--- src/rtl/dlx_fetch_pkg.sv ---
// Shared types for the DLX instruction fetch controller.
//   fetch_state_t     : controller states
//   line_t            : one double-word ROM line {word base+1, word base}
//   WORD_SIZE_DEFAULT : default instruction width
package dlx_fetch_pkg;

  localparam int unsigned WORD_SIZE_DEFAULT = 32;

  typedef enum logic [1:0] {
    IDLE = 2'd0,
    RESP = 2'd1,
    REQ  = 2'd2,
    DROP = 2'd3
  } fetch_state_t;

  typedef logic [2*WORD_SIZE_DEFAULT-1:0] line_t;

endpackage

--- src/rtl/fetch_line_buf.sv ---
// One-line instruction buffer: tag, valid bit, line register and word select.
//   i_load/i_load_tag/i_load_line : capture a ROM line under its base index
//   i_flush                       : invalidate (wins over load)
//   i_lookup                      : word index being requested
//   o_hit_c/o_word_c              : combinational hit flag and selected word
module fetch_line_buf #(
  parameter int unsigned WORD_SIZE = 32,
  parameter int unsigned IDX_W     = 30
) (
  input  logic                   clk,
  input  logic                   rst,
  input  logic                   i_load,
  input  logic                   i_flush,
  input  logic [IDX_W-1:0]       i_load_tag,
  input  logic [2*WORD_SIZE-1:0] i_load_line,
  input  logic [IDX_W-1:0]       i_lookup,
  output logic                   o_hit_c,
  output logic [WORD_SIZE-1:0]   o_word_c
);

  logic                   r_valid;
  logic [IDX_W-1:0]       r_tag;
  logic [2*WORD_SIZE-1:0] r_line;
  logic [IDX_W-1:0]       w_lookup_base;

  // Line storage; flush only clears valid, stale data is harmless.
  always_ff @(posedge clk or posedge rst) begin
    if (rst) begin
      r_valid <= 1'b0;
      r_tag   <= '0;
      r_line  <= '0;
    end else if (i_flush) begin
      r_valid <= 1'b0;
    end else if (i_load) begin
      r_valid <= 1'b1;
      r_tag   <= i_load_tag;
      r_line  <= i_load_line;
    end
  end

  assign w_lookup_base = {i_lookup[IDX_W-1:1], 1'b0};
  assign o_hit_c       = r_valid && (r_tag == w_lookup_base);
  assign o_word_c      = i_lookup[0] ? r_line[2*WORD_SIZE-1:WORD_SIZE] : r_line[WORD_SIZE-1:0];

endmodule

--- src/rtl/irom_fetch_ctrl.sv ---
// Fetch-stage sequencer for the DLX instruction ROM.
// Turns word requests into double-word line reads, serves the sibling word
// from a one-line buffer, follows the ROM ENABLE/DATA_READY handshake and
// reports misaligned, out-of-range and timed-out fetches via cpu_err.
//   cpu_req/cpu_addr/cpu_flush : fetch-stage request side
//   cpu_ready/cpu_instr/cpu_err: registered response pulse
//   busy                       : controller not in IDLE
//   rom_*                      : instruction ROM interface
module irom_fetch_ctrl
  import dlx_fetch_pkg::*;
#(
  parameter int unsigned WORD_SIZE      = WORD_SIZE_DEFAULT,
  parameter int unsigned ENTRIES        = 128,
  parameter int unsigned TIMEOUT_CYCLES = 16,
  parameter int unsigned ADDR_W         = 32
) (
  input  logic                   clk,
  input  logic                   rst,
  input  logic                   cpu_req,
  input  logic [ADDR_W-1:0]      cpu_addr,
  input  logic                   cpu_flush,
  output logic                   cpu_ready,
  output logic [WORD_SIZE-1:0]   cpu_instr,
  output logic                   cpu_err,
  output logic                   busy,
  output logic [WORD_SIZE-1:0]   rom_address,
  output logic                   rom_enable,
  input  logic                   rom_data_ready,
  input  logic [2*WORD_SIZE-1:0] rom_data
);

  localparam int unsigned IDX_W = ADDR_W - 2;
  localparam int unsigned WD_W  = (TIMEOUT_CYCLES > 2) ? $clog2(TIMEOUT_CYCLES) : 1;

  fetch_state_t           r_state, w_state_nxt;
  logic                   r_cpu_ready, w_cpu_ready_nxt;
  logic [WORD_SIZE-1:0]   r_cpu_instr, w_cpu_instr_nxt;
  logic                   r_cpu_err, w_cpu_err_nxt;
  logic                   r_busy, w_busy_nxt;
  logic [WORD_SIZE-1:0]   r_rom_address, w_rom_address_nxt;
  logic                   r_rom_enable, w_rom_enable_nxt;
  logic [WD_W-1:0]        r_wd, w_wd_nxt;
  logic [IDX_W-1:0]       r_base, w_base_nxt;
  logic                   r_sel, w_sel_nxt;

  logic [IDX_W-1:0]       w_word;
  logic [IDX_W-1:0]       w_base;
  logic [IDX_W:0]         w_base_p1;
  logic                   w_misalign;
  logic                   w_oor;
  logic                   w_hit;
  logic [WORD_SIZE-1:0]   w_buf_word;
  logic                   w_buf_load;
  logic                   w_buf_clr;

  // Address decode of the incoming request.
  assign w_word     = cpu_addr[ADDR_W-1:2];
  assign w_base     = {w_word[IDX_W-1:1], 1'b0};
  assign w_base_p1  = {1'b0, w_base} + (IDX_W+1)'(1);
  assign w_misalign = (cpu_addr[1:0] != 2'b00);
  assign w_oor      = (w_base_p1 >= (IDX_W+1)'(ENTRIES));

  fetch_line_buf #(
    .WORD_SIZE (WORD_SIZE),
    .IDX_W     (IDX_W)
  ) u_line_buf (
    .clk         (clk),
    .rst         (rst),
    .i_load      (w_buf_load),
    .i_flush     (w_buf_clr),
    .i_load_tag  (r_base),
    .i_load_line (rom_data),
    .i_lookup    (w_word),
    .o_hit_c     (w_hit),
    .o_word_c    (w_buf_word)
  );

  // State and registered outputs.
  always_ff @(posedge clk or posedge rst) begin
    if (rst) begin
      r_state       <= IDLE;
      r_cpu_ready   <= 1'b0;
      r_cpu_instr   <= '0;
      r_cpu_err     <= 1'b0;
      r_busy        <= 1'b0;
      r_rom_address <= '0;
      r_rom_enable  <= 1'b0;
      r_wd          <= '0;
      r_base        <= '0;
      r_sel         <= 1'b0;
    end else begin
      r_state       <= w_state_nxt;
      r_cpu_ready   <= w_cpu_ready_nxt;
      r_cpu_instr   <= w_cpu_instr_nxt;
      r_cpu_err     <= w_cpu_err_nxt;
      r_busy        <= w_busy_nxt;
      r_rom_address <= w_rom_address_nxt;
      r_rom_enable  <= w_rom_enable_nxt;
      r_wd          <= w_wd_nxt;
      r_base        <= w_base_nxt;
      r_sel         <= w_sel_nxt;
    end
  end

  // Next-state and output decode.  Because cpu_ready is registered, a flush
  // seen when a response would be scheduled cancels that response.
  always_comb begin
    w_state_nxt       = r_state;
    w_cpu_ready_nxt   = 1'b0;
    w_cpu_err_nxt     = 1'b0;
    w_cpu_instr_nxt   = r_cpu_instr;
    w_rom_address_nxt = r_rom_address;
    w_rom_enable_nxt  = r_rom_enable;
    w_wd_nxt          = r_wd;
    w_base_nxt        = r_base;
    w_sel_nxt         = r_sel;
    w_buf_load        = 1'b0;
    w_buf_clr         = cpu_flush;

    unique case (r_state)
      IDLE: begin
        if (!cpu_flush && cpu_req) begin
          if (w_misalign || w_oor) begin
            w_state_nxt     = RESP;
            w_cpu_ready_nxt = 1'b1;
            w_cpu_err_nxt   = 1'b1;
          end else if (w_hit) begin
            w_state_nxt     = RESP;
            w_cpu_ready_nxt = 1'b1;
            w_cpu_instr_nxt = w_buf_word;
          end else begin
            w_state_nxt       = REQ;
            w_rom_enable_nxt  = 1'b1;
            w_rom_address_nxt = WORD_SIZE'(w_base);
            w_wd_nxt          = '0;
            w_base_nxt        = w_base;
            w_sel_nxt         = w_word[0];
          end
        end
      end
      RESP: begin
        w_state_nxt = IDLE;
      end
      REQ: begin
        if (cpu_flush) begin
          w_state_nxt      = DROP;
          w_rom_enable_nxt = 1'b0;
        end else if (rom_data_ready) begin
          w_state_nxt      = DROP;
          w_rom_enable_nxt = 1'b0;
          w_buf_load       = 1'b1;
          w_cpu_ready_nxt  = 1'b1;
          w_cpu_instr_nxt  = r_sel ? rom_data[2*WORD_SIZE-1:WORD_SIZE] : rom_data[WORD_SIZE-1:0];
        end else if (r_wd == WD_W'(TIMEOUT_CYCLES - 1)) begin
          w_state_nxt      = DROP;
          w_rom_enable_nxt = 1'b0;
          w_cpu_ready_nxt  = 1'b1;
          w_cpu_err_nxt    = 1'b1;
          w_buf_clr        = 1'b1;
        end else begin
          w_wd_nxt = r_wd + WD_W'(1);
        end
      end
      DROP: begin
        // Wait for the ROM to release DATA_READY; any data here is stale.
        w_rom_enable_nxt = 1'b0;
        if (!rom_data_ready) begin
          w_state_nxt = IDLE;
        end
      end
      default: begin
        w_state_nxt = IDLE;
      end
    endcase

    w_busy_nxt = (w_state_nxt != IDLE);
  end

  assign cpu_ready   = r_cpu_ready;
  assign cpu_instr   = r_cpu_instr;
  assign cpu_err     = r_cpu_err;
  assign busy        = r_busy;
  assign rom_address = r_rom_address;
  assign rom_enable  = r_rom_enable;

endmodule

--- config.mk ---
export PLATFORM = sky130hd
export DESIGN_NAME = irom_fetch_ctrl
export DESIGN_NICKNAME = d
export VERILOG_FILES = /design/src/rtl/dlx_fetch_pkg.sv /design/src/rtl/fetch_line_buf.sv /design/src/rtl/irom_fetch_ctrl.sv
export SDC_FILE = /design/constraint.sdc
export NUM_CORES = 1
export LEC_CHECK = 0
export ABC_AREA = 1
export BUFFER_PORTS_ARGS = -buffer_cell sky130_fd_sc_hd__buf_2
export CORE_MARGIN = 1
export CORE_UTILIZATION = 50
export CTS_BUF_LIST = sky130_fd_sc_hd__clkbuf_8
export CTS_CLUSTER_SIZE = 16
export DETAILED_ROUTE_END_ITERATION = 6
export GPL_TIMING_DRIVEN = 0
export PLACE_DENSITY_LB_ADDON = 0.3
export RECOVER_POWER = 100
export SLEW_MARGIN = 20
export SYNTH_ARGS = -nofsm -noshare
export SYNTH_HDL_FRONTEND = slang
export SYNTH_SLANG_ARGS = --single-unit
export TNS_END_PERCENT = 30
--- constraint.sdc ---
create_clock -name clk -period 12.6 [get_ports clk]
set_input_delay 2.52 -clock clk [delete_from_list [all_inputs] [get_ports clk]]
set_output_delay 2.52 -clock clk [all_outputs]
set_load 0.02 [all_outputs]
==> metrics.md, run 1 <==
| Metric | Value |
|---|---|
| Overflow left after global routing | `0` |
| Headroom to the max-slew limit | `-188.8%` |
| Startpoint type of the worst setup path | `input port` |
| Routed wire per std cell | `between 15 and 20 um` |
| Critical path endpoint category | `async pin` |
| Sink Count | `~170` |
| Number of maximum-capacitance violations | `1` |
| Leakage power total | `around 5.1 nW` |
| Total placed instance area | `between 9000 and 10000 um^2` |
| Leading post-synthesis cells by instance count | `sky130_fd_sc_hd__nand2_1, sky130_fd_sc_hd__dfrtp_1, sky130_fd_sc_hd__nor2_1` |
| Final worst clock skew | `approximately 15 ps` |
| Number of standard cells in the final layout excluding fillers | `roughly 1400` |
| Starting utilization of the core area | `roughly 51%` |
| Most utilized layer in the global route result | `met2` |
| Worst Hold Slack | `around 470 ps` |
| Maximum buffer depth of the clock tree | `2` |
| Vias per std cell | `between 5 and 6` |
| Final design utilization | `about 60%` |
| Number of placed cells counting well taps | `around 1300` |
| Post-CTS sizing | `0` |
| Post-synthesis cell type with the largest combined area | `sky130_fd_sc_hd__dfrtp_1` |
| Cell Pwr Density | `between 100 and 150 nW/um^2` |
| Leading post-synthesis cells by cell area | `sky130_fd_sc_hd__dfrtp_1, sky130_fd_sc_hd__nand2_1, sky130_fd_sc_hd__mux2_2` |
| Min Clock Period, post-route | `between 7000 and 8000 ps` |
| Met3 layer usage reported by global route | `under 10%` |
| Synthesized cell area | `8120 um^2` |
| RSZ-0062 raised after global routing | `false` |
| Global Route Usage Sum | `between 20 and 30%` |
| Y dimension of the die | `roughly 130 um` |
| Insertion delay of the later-clocked pin in the worst-skew pair | `between 400 and 500 ps` |
| Required time of the critical path | `around 12000 ps` |
| Area of all placed cells without fillers | `9548 um^2` |
| Area taken by multi-input logic gates | `3314 um^2` |
| Fraction of post-synthesis cell area in the top cell type by area | `roughly half` |
| Layout cells sized above 1 | `19.95%` |
| Number of DRC violations after detailed routing | `0` |
| Iter 0 DRT Violations | `545` |
| Sum of negative setup slack | `0 ps` |
| EDFF count, synth | `0` |
| Number of library cell types mapped by synthesis | `30` |
| Die W | `between 100 and 150 um` |
| Count of TritonRoute iterations in the first routing pass | `5` |
| Largest fanout on the critical path | `79` |
| Count of H-tree levels built during CTS | `4` |
| Sequential share of the synthesized area | `51.16%` |
| Classification of the worst setup path | `in2async` |
| Number of warning messages in the yosys log | `0` |
| Core outline area | `15890 um^2` |
| Number of flip-flops and latches in the synthesized netlist | `between 150 and 200` |
| Tcrit/Tclk final | `55.56%` |
| Clk pin slew, worst setup/hold paths | `approximately 80 ps` |
| Total number of vias | `about 7000` |
| Area Overhead vs Synth | `17.58%` |
| Most instantiated flip-flop cell in the synthesis netlist | `sky130_fd_sc_hd__dfrtp_1` |
| Number of fillers in the final layout | `approximately 1500` |
| Synth async-reset ratio | `100.0%` |
| Final net count | `roughly 1300` |
| Final Setup Violations | `0` |
| I/O pin cnt | `about 170` |
| Peak Freq | `142.9 MHz` |
| Wire length of the first global-routing pass | `33390 um` |
| Hold Vio Cnt, Final | `0` |
| GR Layer Usage met2 | `between 40 and 50%` |
| Number of buffers inserted by post-CTS setup repair | `0` |
| Synthesized netlist cell count | `between 900 and 1000` |
| Vias in the first global route | `6797` |
| Violated checks | `capacitance limit, slew limit` |
| Wirelength, routed | `between 20000 and 25000 um` |
| HPWL after detailed placement | `between 15000 and 20000 um` |
| Routability Congestion | `slightly below 0.9` |
| Global routing met1 resource utilization | `approximately a third` |
| Maximum number of pins on one net before global-route repair | `80` |
| Synthesized area per cell | `8.432 um^2` |
| Worst-case setup margin in the final layout | `5600 ps` |
| Clock tree from TritonCTS | `yes` |
| Number of antenna violations at the first check in global routing | `2` |
| Arrival time at the worst endpoint | `around 6600 ps` |
| Hold Buf Count CTS | `0` |
| Quantity of I/O buffers inserted on ports | `around 160` |
| Cell at the root of the clock tree | `sky130_fd_sc_hd__clkbuf_8` |
| Path type of the worst min-delay path | `reg2reg` |
| Die Footprint | `roughly 17000 um^2` |
| Result of the run | `finished, violations left` |
| Dominant cell by count in the synthesized netlist | `sky130_fd_sc_hd__nand2_1` |
| Num CTS Buffers | `17` |
| # rows | `46` |
| Transition time at the pin with the least slew margin | `approximately 4300 ps` |
| Routed Antenna Nets | `0` |
| DP Worst Slack | `8365 ps` |
| Power, Total | `1.015 mW` |
| Final count of pins violating max slew | `79` |
| Sequential cell area | `~4200 um^2` |
| Maximum ir drop on the vdd rail | `roughly 0.000071 V` |
-- report_power, final --
group	switching, mW	total [mW]	internal [mW]	leakage, nW
Sequential	0.000514	0.533	0.533	2.16
Combinational	0.0442	0.0683	0.0241	2.67
Clock	0.196	0.413	0.218	0.226
-- cell usage in the layout (no fill, tap or decap), types with 8 or more instances in the layout --
| master | n |
|---|---|
| sky130_fd_sc_hd__dfrtp_1 | 166 |
| sky130_fd_sc_hd__nand2_1 | 226 |
| sky130_fd_sc_hd__nand4_1 | 11 |
| sky130_fd_sc_hd__inv_2 | 10 |
| sky130_fd_sc_hd__nor2_1 | 137 |
| sky130_fd_sc_hd__clkbuf_8 | 21 |
| sky130_fd_sc_hd__mux2_2 | 64 |
| sky130_fd_sc_hd__clkbuf_1 | 104 |
| sky130_fd_sc_hd__o21ai_0 | 96 |
| sky130_fd_sc_hd__buf_2 | 99 |
| sky130_fd_sc_hd__a21oi_1 | 8 |
| sky130_fd_sc_hd__o22ai_1 | 33 |
| sky130_fd_sc_hd__nand3_1 | 46 |
| sky130_fd_sc_hd__inv_1 | 91 |
| sky130_fd_sc_hd__nand2_2 | 10 |
| sky130_fd_sc_hd__buf_4 | 10 |
-- final timing paths --
path / startpoint / endpoint / slack, ps / cells past startpoint
setup reg to reg: r_state[1]$_DFF_PP0_ / cpu_instr[3]$_DFFE_PP0P_ / 10230 / 11
hold / removal: cpu_instr[9]$_DFFE_PP0P_ / cpu_instr[9]$_DFFE_PP0P_ / 470 / 2
max in group clk: cpu_addr[26] / cpu_instr[3]$_DFFE_PP0P_ / 8110 / 14
hold reg to reg: cpu_instr[9]$_DFFE_PP0P_ / cpu_instr[9]$_DFFE_PP0P_ / 470 / 2
min in group asynchronous: rst / rom_address[16]$_DFFE_PP0P_ / 2350 / 2
setup / recovery: rst / u_line_buf.r_tag[5]$_DFFE_PP0P_ / 5600 / 3
-- logic make-up after synthesis --
group	count (synthesis)	share of synthesized area, %
buf+inv	150	7.935
flops	166	51.16
simple gates	439	22.37
other cells	1	0.04618
xor+xnor	3	0.3236
mux	64	8.875
compound gates	139	9.137
fa+ha+maj	1	0.1541
-- flip-flops by register name (all words and copies together) (netlist names) --
signal	flops
busy	1
cpu_err	1
cpu_instr	32
cpu_ready	1
r_sel	1
r_state	2
r_wd	4
rom_address	29
rom_enable	1
u_line_buf.r_line	64
u_line_buf.r_tag	29
u_line_buf.r_valid	1
-- routing by layer --
metal	vias to the layer above	part of all wire, %
met5	-	0.063
met1	3358	46
met3	26	5.6
met4	2	1.8
li1	3457	-
met2	204	47
-- layout make-up --
| cell class | instances | area share (%) |
|---|---|---|
| sequential | 166 | 43.51 |
| multi-input combinational | 649 | 34.71 |
| timing repair buffer | 166 | 8.020 |
| inverter | 102 | 4.023 |
| clock buffer | 21 | 3.027 |
| tap | 216 | 2.831 |
| buffer | 48 | 2.333 |
| clock inverter | 11 | 1.520 |
| antenna | 1 | 0.02621 |
-- critical path, stage by stage --
cell	delay, ps
sky130_fd_sc_hd__buf_2	100
sky130_fd_sc_hd__clkinvlp_2	790
sky130_fd_sc_hd__clkbuf_1	3090
Power figures use the tool's default switching activity.
==> inputs of run 2 (changes only) <==
Clock period 12.6 ns to 6.8 ns, I/O delays scaled along.
==> run 2 against run 1 <==
Critical path depth grew 11. Combinational power grew 87%. Critical endpoint is now cpu_instr[3]$_DFFE_PP0P_. The run ends with capacitance limit left. Sequential share of layout area shrank 0.11 points. Non-clock buffer count is the same. Flip-flop and latch count is the same.
==> metrics.md, run 2 (same netlist as run 1, synthesis figures left out) <==
| Metric | Value |
|---|---|
| Final Setup Violations | `0 (unchanged)` |
| Most common library cell in the layout ignoring fill and taps | `sky130_fd_sc_hd__nand2_1` |
| Number of antenna violations at the first check in global routing | `2 (unchanged)` |
| Worst hold start | `cpu_instr[9]$_DFFE_PP0P_` |
| Required time of the critical path | `7140 ps (-5020 ps)` |
| Num CTS Buffers | `17 (unchanged)` |
| Hold Vio Cnt, Final | `0 (unchanged)` |
| Cell Pwr Density | `196.6 nW/um^2 (+85%)` |
| Critical path endpoint category | `register` |
| Startpoint type of the worst setup path | `input port` |
| # rows | `46 (unchanged)` |
| Leakage power total | `5.065 nW (+0.23%)` |
| Crit-path max cell delay | `460 ps (-2630 ps)` |
| Sum of negative setup slack | `0 ps (unchanged)` |
| Largest fanout on the critical path | `10 (-87%)` |
| Transition time at the pin with the least slew margin | `1480 ps (-2852 ps)` |
| Arrival time at the worst endpoint | `3670 ps (-2890 ps)` |
| RSZ-0062 raised after global routing | `false` |
| Register ranked first by flip-flop count | `u_line_buf.r_line` |
| Routed wire per std cell | `15.06 um (about the same)` |
| Worst Path Buf+Inv | `3 (unchanged)` |
| Wirelength, routed | `20780 um (about the same)` |
| Violated checks | `capacitance limit` |
| Min Clock Period, post-route | `~3300 ps` |
| Peak Freq | `300.2 MHz` |
| Vias per std cell | `5.093 (-0.26%)` |
| Number of fillers in the final layout | `1474 (-0.27%)` |
| Startpoint of the worst register-to-register path | `r_state[0]$_DFF_PP0_` |
| Vias in the first global route | `6797 (unchanged)` |
| Quantity of I/O buffers inserted on ports | `164 (unchanged)` |
| Starting utilization of the core area | `51.12% (unchanged)` |
| Final net count | `1252 (unchanged)` |
| CP most frequent cell | `sky130_fd_sc_hd__nand2_1` |
| Logic depth of the worst register-to-register path | `10 (-1)` |
| Final worst clock skew | `15.10 ps (+0.3659 ps)` |
| Cell breakdown of the critical path | `buf_2 > inv_2 > nand2_1 > nor2_1 > nand2_1 > nor2_1 > nand3_1 > nand2_1 > nand2_1 > nor2_1 > nand2_1 > clkbuf_1 > nand2_2 > nand2_1` |
| Setup slack of the most critical reg-to-reg path | `4430 ps (-5800 ps)` |
| Area Overhead vs Synth | `17.87%` |
| Layout cells sized above 1 | `20.03% (+0.086 points)` |
| Hold Buf Count CTS | `0 (unchanged)` |
| Overflow left after global routing | `0 (unchanged)` |
| Maximum ir drop on the vdd rail | `0.0001317 V (+85%)` |
| Result of the run | `finished, violations left` |
| Number of standard cells in the final layout excluding fillers | `1380 (unchanged)` |
| Count of H-tree levels built during CTS | `4 (unchanged)` |
| Insertion delay of the later-clocked pin in the worst-skew pair | `460 ps (about the same)` |
| Global Route Usage Sum | `25.95% (unchanged)` |
| Routability Congestion | `0.8882 (unchanged)` |
| Endpoint of the lowest-slack register-to-register path | `cpu_instr[3]$_DFFE_PP0P_` |
| Leading cell types in the layout, fill and taps excluded | `sky130_fd_sc_hd__nand2_1, sky130_fd_sc_hd__dfrtp_1, sky130_fd_sc_hd__nor2_1, sky130_fd_sc_hd__clkbuf_1, sky130_fd_sc_hd__buf_2` |
| Area of all placed cells without fillers | `9572 um^2 (+0.25%)` |
| Tcrit/Tclk final | `48.98%` |
| Cell at the root of the clock tree | `sky130_fd_sc_hd__clkbuf_8` |
| I/O pin cnt | `169 (unchanged)` |
| Maximum buffer depth of the clock tree | `2 (unchanged)` |
| Routed Antenna Nets | `0 (unchanged)` |
| Path type of the worst min-delay path | `reg2reg` |
| Classification of the worst setup path | `in2reg` |
| Total number of vias | `7029 (-0.26%)` |
| Number of DRC violations after detailed routing | `0 (unchanged)` |
| Core outline area | `15890 um^2 (unchanged)` |
| Number of maximum-capacitance violations | `1 (unchanged)` |
| Capture point of the critical path | `cpu_instr[3]$_DFFE_PP0P_` |
| Die Footprint | `16750 um^2 (unchanged)` |
| Number of buffers inserted by post-CTS setup repair | `0 (unchanged)` |
| Critical Path Stages | `14 (+11)` |
| Largest delay share family, worst path | `simple AND/OR/NAND/NOR gates` |
| Max reg flops | `64 (unchanged)` |
| Sink Count | `166 (unchanged)` |
| Clk pin slew, worst setup/hold paths | `90 ps (about the same)` |
| Wire length of the first global-routing pass | `33390 um (unchanged)` |
| HPWL after detailed placement | `15500 um (unchanged)` |
| Count of TritonRoute iterations in the first routing pass | `7 (+2)` |
| Headroom to the max-slew limit | `0.8010% (+190 points)` |
| Post-CTS sizing | `0 (unchanged)` |
| Final count of pins violating max slew | `0 (-100%)` |
| Slowest stage cell on the critical path | `sky130_fd_sc_hd__nor2_1` |
| Die W | `129.4 um (unchanged)` |
| Total placed instance area | `9281 um^2 (unchanged)` |
| Y dimension of the die | `129.4 um (unchanged)` |
| Maximum number of pins on one net before global-route repair | `80 (unchanged)` |
| Iter 0 DRT Violations | `534 (-2.0%)` |
| Launching element of the worst setup path | `cpu_addr[26]` |
| Number of placed cells counting well taps | `1347 (unchanged)` |
| Clock tree from TritonCTS | `yes` |
run 2: worst min-delay path by stage:
| stage | cells past startpoint | end | slack [ps] |
|---|---|---|---|
| 2_1_floorplan | 2 | r_wd[1]$_DFFE_PP0P_ | 470 |
| 3_3_place_gp | 2 | cpu_instr[6]$_DFFE_PP0P_ | 450 |
| 3_5_place_dp | 2 | cpu_instr[9]$_DFFE_PP0P_ | 450 |
| 4_1_cts | 2 | cpu_instr[9]$_DFFE_PP0P_ | 480 |
| 5_1_grt | 2 | cpu_instr[8]$_DFFE_PP0P_ | 500 |
| 6_report | 2 | cpu_instr[9]$_DFFE_PP0P_ | 470 |
run 2: worst min-delay path, cell delays in order (launching register included):
cell,delay (ps)
sky130_fd_sc_hd__dfrtp_1,350
sky130_fd_sc_hd__nand2_1,50
sky130_fd_sc_hd__nand2_1,50
run 2: stage by stage:
stage | utilization [%] | setup slack (ps) | power, mW | hold WS, ps
2_1_floorplan | - | 950.0 | 1.074 | 468.1
3_3_place_gp | 58.03 | -929.4 | 1.132 | 450.7
3_5_place_dp | 58.43 | 3725 | 1.137 | 453.8
4_1_cts | 61.16 | 4212 | 1.896 | 475.2
5_1_grt | 60.24 | 3283 | 1.943 | 501.7
6_report | 60.26 | 3469 | 1.882 | 472.4
run 2: report_power, final:
part / total (mW) / switching (mW) / leakage (nW) / internal (mW)
Sequential: 0.988 / 0.000953 / 2.16 / 0.987
Combinational: 0.128 / 0.0821 / 2.68 / 0.0458
Clock: 0.766 / 0.362 / 0.226 / 0.404
run 2: area by class of cell:
type                            count  area, um^2  area share, %
Clock buffer                       21       289.0          3.020
Timing Repair Buffer              166       789.5          8.248
Sequential cell                   166        4154          43.40
Clock inverter                     11       145.1          1.516
Antenna cell                        1       2.502        0.02614
Multi-Input combinational cell    649        3314          34.63
Buffer                             48       222.7          2.327
Tap cell                          216       270.3          2.824
Inverter                          102       384.1          4.013
run 2: routing by layer:
metal,share of wire [%],global-route usage [%]
met1,46,35.13
met2,46,41.46
met3,5.5,5.822
met4,1.8,8.550
met5,0.063,0
==> inputs of run 3 (changes only) <==
Clock period 6.8 ns to 3.3 ns, I/O delays scaled along.
==> run 3 against run 2 <==
The flow now finishes without violations. Wire length is 0.38% higher. Total power is 100% higher. Die area stayed put. Critical path depth is 5 lower. First-iteration DRC count is 17% lower. Clock power is 96% higher. Sequential power is 110% higher. Cell area is 0.10% lower. Worst hold slack worse by 36 ps. Combinational power is 110% higher. Flip-flop and latch count stayed put. Cell count hardly changed. Critical endpoint is now cpu_instr[1]$_DFFE_PP0P_. Largest cell class unchanged. Largest power group unchanged.
==> metrics.md, run 3 (same netlist as run 1, synthesis figures left out) <==
| Metric | Value |
|---|---|
| Cells on Worst Hold Path | `2 (unchanged)` |
| Clock tree from TritonCTS | `yes` |
| Slowest stage cell on the critical path | `sky130_fd_sc_hd__dfrtp_1` |
| Post-CTS sizing | `0 (unchanged)` |
| Maximum ir drop on the vdd rail | `0.0002342 V (+78%)` |
| Overflow left after global routing | `0 (unchanged)` |
| Quantity of I/O buffers inserted on ports | `164 (unchanged)` |
| Leading cell types in the layout, fill and taps excluded | `sky130_fd_sc_hd__nand2_1, sky130_fd_sc_hd__dfrtp_1, sky130_fd_sc_hd__nor2_1, sky130_fd_sc_hd__buf_2, sky130_fd_sc_hd__clkbuf_1` |
| RSZ-0062 raised after global routing | `false` |
| Transition time at the pin with the least slew margin | `1261 ps (-218.7 ps)` |
| Hold Buf Count CTS | `0 (unchanged)` |
| Most common library cell in the layout ignoring fill and taps | `sky130_fd_sc_hd__nand2_1` |
| Total placed instance area | `9323 um^2 (+0.44%)` |
| Global Route Usage Sum | `25.91% (-0.042 points)` |
| Number of buffers inserted by post-CTS setup repair | `0 (unchanged)` |
| Clk pin slew, worst setup/hold paths | `90 ps (about the same)` |
| Final count of pins violating max slew | `0 (unchanged)` |
| Routed wire per std cell | `15.11 um (+0.31%)` |
| Min Clock Period, post-route | `between 2000 and 2500 ps` |
| Headroom to the max-slew limit | `15.46% (+15 points)` |
| Total number of vias | `7121 (+1.3%)` |
| Classification of the worst setup path | `reg2reg` |
| Tcrit/Tclk final | `73.86%` |
| Final net count | `1255 (+0.24%)` |
| Path type of the worst min-delay path | `in2reg` |
| Met2 wire len | `9674 um (+0.49%)` |
| Startpoint type of the worst setup path | `register` |
| Wl on met1 | `9322 um (-3.0%)` |
| Wire length of the first global-routing pass | `32990 um (-1.2%)` |
| Result of the run | `finished, final reports clean` |
| Iter 0 DRT Violations | `442 (-17%)` |
| Maximum buffer depth of the clock tree | `2 (unchanged)` |
| Routability Congestion | `0.8939 (+0.64%)` |
| Die Footprint | `16750 um^2 (unchanged)` |
| Starting utilization of the core area | `51.12% (unchanged)` |
| Count of H-tree levels built during CTS | `4 (unchanged)` |
| Number of DRC violations after detailed routing | `0 (unchanged)` |
| Sink Count | `166 (unchanged)` |
| Routed Antenna Nets | `0 (unchanged)` |
| Required time of the critical path | `3650 ps (-3490 ps)` |
| Worst Path Buf+Inv | `4 (+1)` |
| Number of maximum-capacitance violations | `0 (-1)` |
| Hold Vio Cnt, Final | `0 (unchanged)` |
| Wirelength, routed | `20860 um (+0.38%)` |
| Logic depth of the worst register-to-register path | `9 (-1)` |
| Critical path endpoint category | `register` |
| Largest delay share family, worst path | `simple AND/OR/NAND/NOR gates` |
| Cell at the root of the clock tree | `sky130_fd_sc_hd__clkbuf_8` |
| Core outline area | `15890 um^2 (unchanged)` |
| Area Overhead vs Synth | `17.75%` |
| Die W | `129.4 um (unchanged)` |
| Insertion delay of the later-clocked pin in the worst-skew pair | `460 ps (about the same)` |
| Leakage power total | `5.068 nW (about the same)` |
| Final Setup Violations | `0 (unchanged)` |
| Number of antenna violations at the first check in global routing | `2 (unchanged)` |
| Peak Freq | `410.3 MHz` |
| Arrival time at the worst endpoint | `2790 ps (-880 ps)` |
| Crit-path max cell delay | `420 ps (-40 ps)` |
| Count of TritonRoute iterations in the first routing pass | `5 (-2)` |
| Power, Total | `3.808 mW (+100%)` |
| Detail Route met3 WL | `1491 um (+30%)` |
| Layout cells sized above 1 | `19.67% (-0.36 points)` |
| Sum of negative setup slack | `0 ps (unchanged)` |
| Final worst clock skew | `12.22 ps (-2.887 ps)` |
| Register ranked first by flip-flop count | `u_line_buf.r_line` |
| Area of all placed cells without fillers | `9562 um^2 (-0.10%)` |
| Cell breakdown of the critical path | `clkinv_1 > nor2_1 > clkinv_1 > clkbuf_1 > nand2_1 > nand2_1 > buf_6 > nand2_1 > nand2_1` |
| Cell Pwr Density | `398.2 nW/um^2 (+100%)` |
| Critical Path Stages | `9 (-5)` |
| Y dimension of the die | `129.4 um (unchanged)` |
| I/O pin cnt | `169 (unchanged)` |
| Num CTS Buffers | `17 (unchanged)` |
| CP most frequent cell | `sky130_fd_sc_hd__nand2_1` |
| Max Used Layer | `met5` |
| Maximum number of pins on one net before global-route repair | `33 (-59%)` |
| Vias in the first global route | `6583 (-3.1%)` |
| # rows | `46 (unchanged)` |
| HPWL after detailed placement | `15680 um (+1.1%)` |
| Vias per std cell | `5.156 (+1.2%)` |
| Largest fanout on the critical path | `10 (unchanged)` |
| Max reg flops | `64 (unchanged)` |
## run 3: changes by cell type in the layout (fill, tap and decap cells not counted), moves of 2 or more
cell / previous run / this run
sky130_fd_sc_hd__buf_12: 0 / 4
sky130_fd_sc_hd__buf_6: 0 / 3
sky130_fd_sc_hd__inv_1: 91 / 89
sky130_fd_sc_hd__clkinvlp_4: 1 / 3
sky130_fd_sc_hd__clkinv_1: 2 / 4
sky130_fd_sc_hd__clkbuf_8: 21 / 18
sky130_fd_sc_hd__nand2_1: 226 / 236
sky130_fd_sc_hd__buf_16: 2 / 0
sky130_fd_sc_hd__clkbuf_1: 103 / 98
sky130_fd_sc_hd__inv_2: 10 / 8
sky130_fd_sc_hd__clkinv_2: 1 / 3
sky130_fd_sc_hd__nand2_2: 10 / 1
sky130_fd_sc_hd__buf_2: 99 / 102
## run 3: layout make-up
class	instances	area (um^2)
diodes	1	2.502
repair buffers	169	823.3
clock inverters	12	153.9
inverters	102	384.1
multi-input cells	649	3284
well taps	216	270.3
clock buffers	18	247.7
flip-flops and latches	166	4154
fillers	1474	6324
plain buffers	48	241.5
## run 3: where the power goes
part / internal [mW] / leakage (nW) / switching, mW
clock network: 0.760 / 0.197 / 0.741
logic: 0.0985 / 2.71 / 0.172
registers: 2.03 / 2.16 / 0.00156
total: 2.89 / 5.07 / 0.914
## run 3: final timing paths
kind | start | end | slack, ps
worst max register to register | r_state[1]$_DFF_PP0_ | cpu_instr[1]$_DFFE_PP0P_ | 860
max in group asynchronous | rst | u_line_buf.r_line[56]$_DFFE_PP0P_ | 1160
min in group asynchronous | rst | rom_address[24]$_DFFE_PP0P_ | 460
worst max-delay path | r_state[1]$_DFF_PP0_ | cpu_instr[1]$_DFFE_PP0P_ | 860
worst min register to register | cpu_instr[29]$_DFFE_PP0P_ | cpu_instr[29]$_DFFE_PP0P_ | 470
worst min-delay path | rom_data[4] | u_line_buf.r_line[4]$_DFFE_PP0P_ | 440
## run 3: metrics by stage
step | util, % | worst slack [ps] | hold slack (ps) | std cells
final | 60.19 | 862.6 | 436.8 | 1381
after global routing | 60.18 | 628.0 | 416.8 | 1380
after CTS | 61.22 | 1380 | 266.5 | 1380
after detailed placement | 58.69 | 931.4 | 453.8 | 1350
after global placement | 58.06 | -541.1 | 451.5 | 1345
after floorplan | - | 527.2 | 468.1 | 965
## run 3: metal layers
layer  track usage, %  vias to the layer above
met5                0                        -
met4            8.824                        2
met3            6.193                       33
met1            35.91                     3406
met2            40.04                      226
li1                 -                     3454
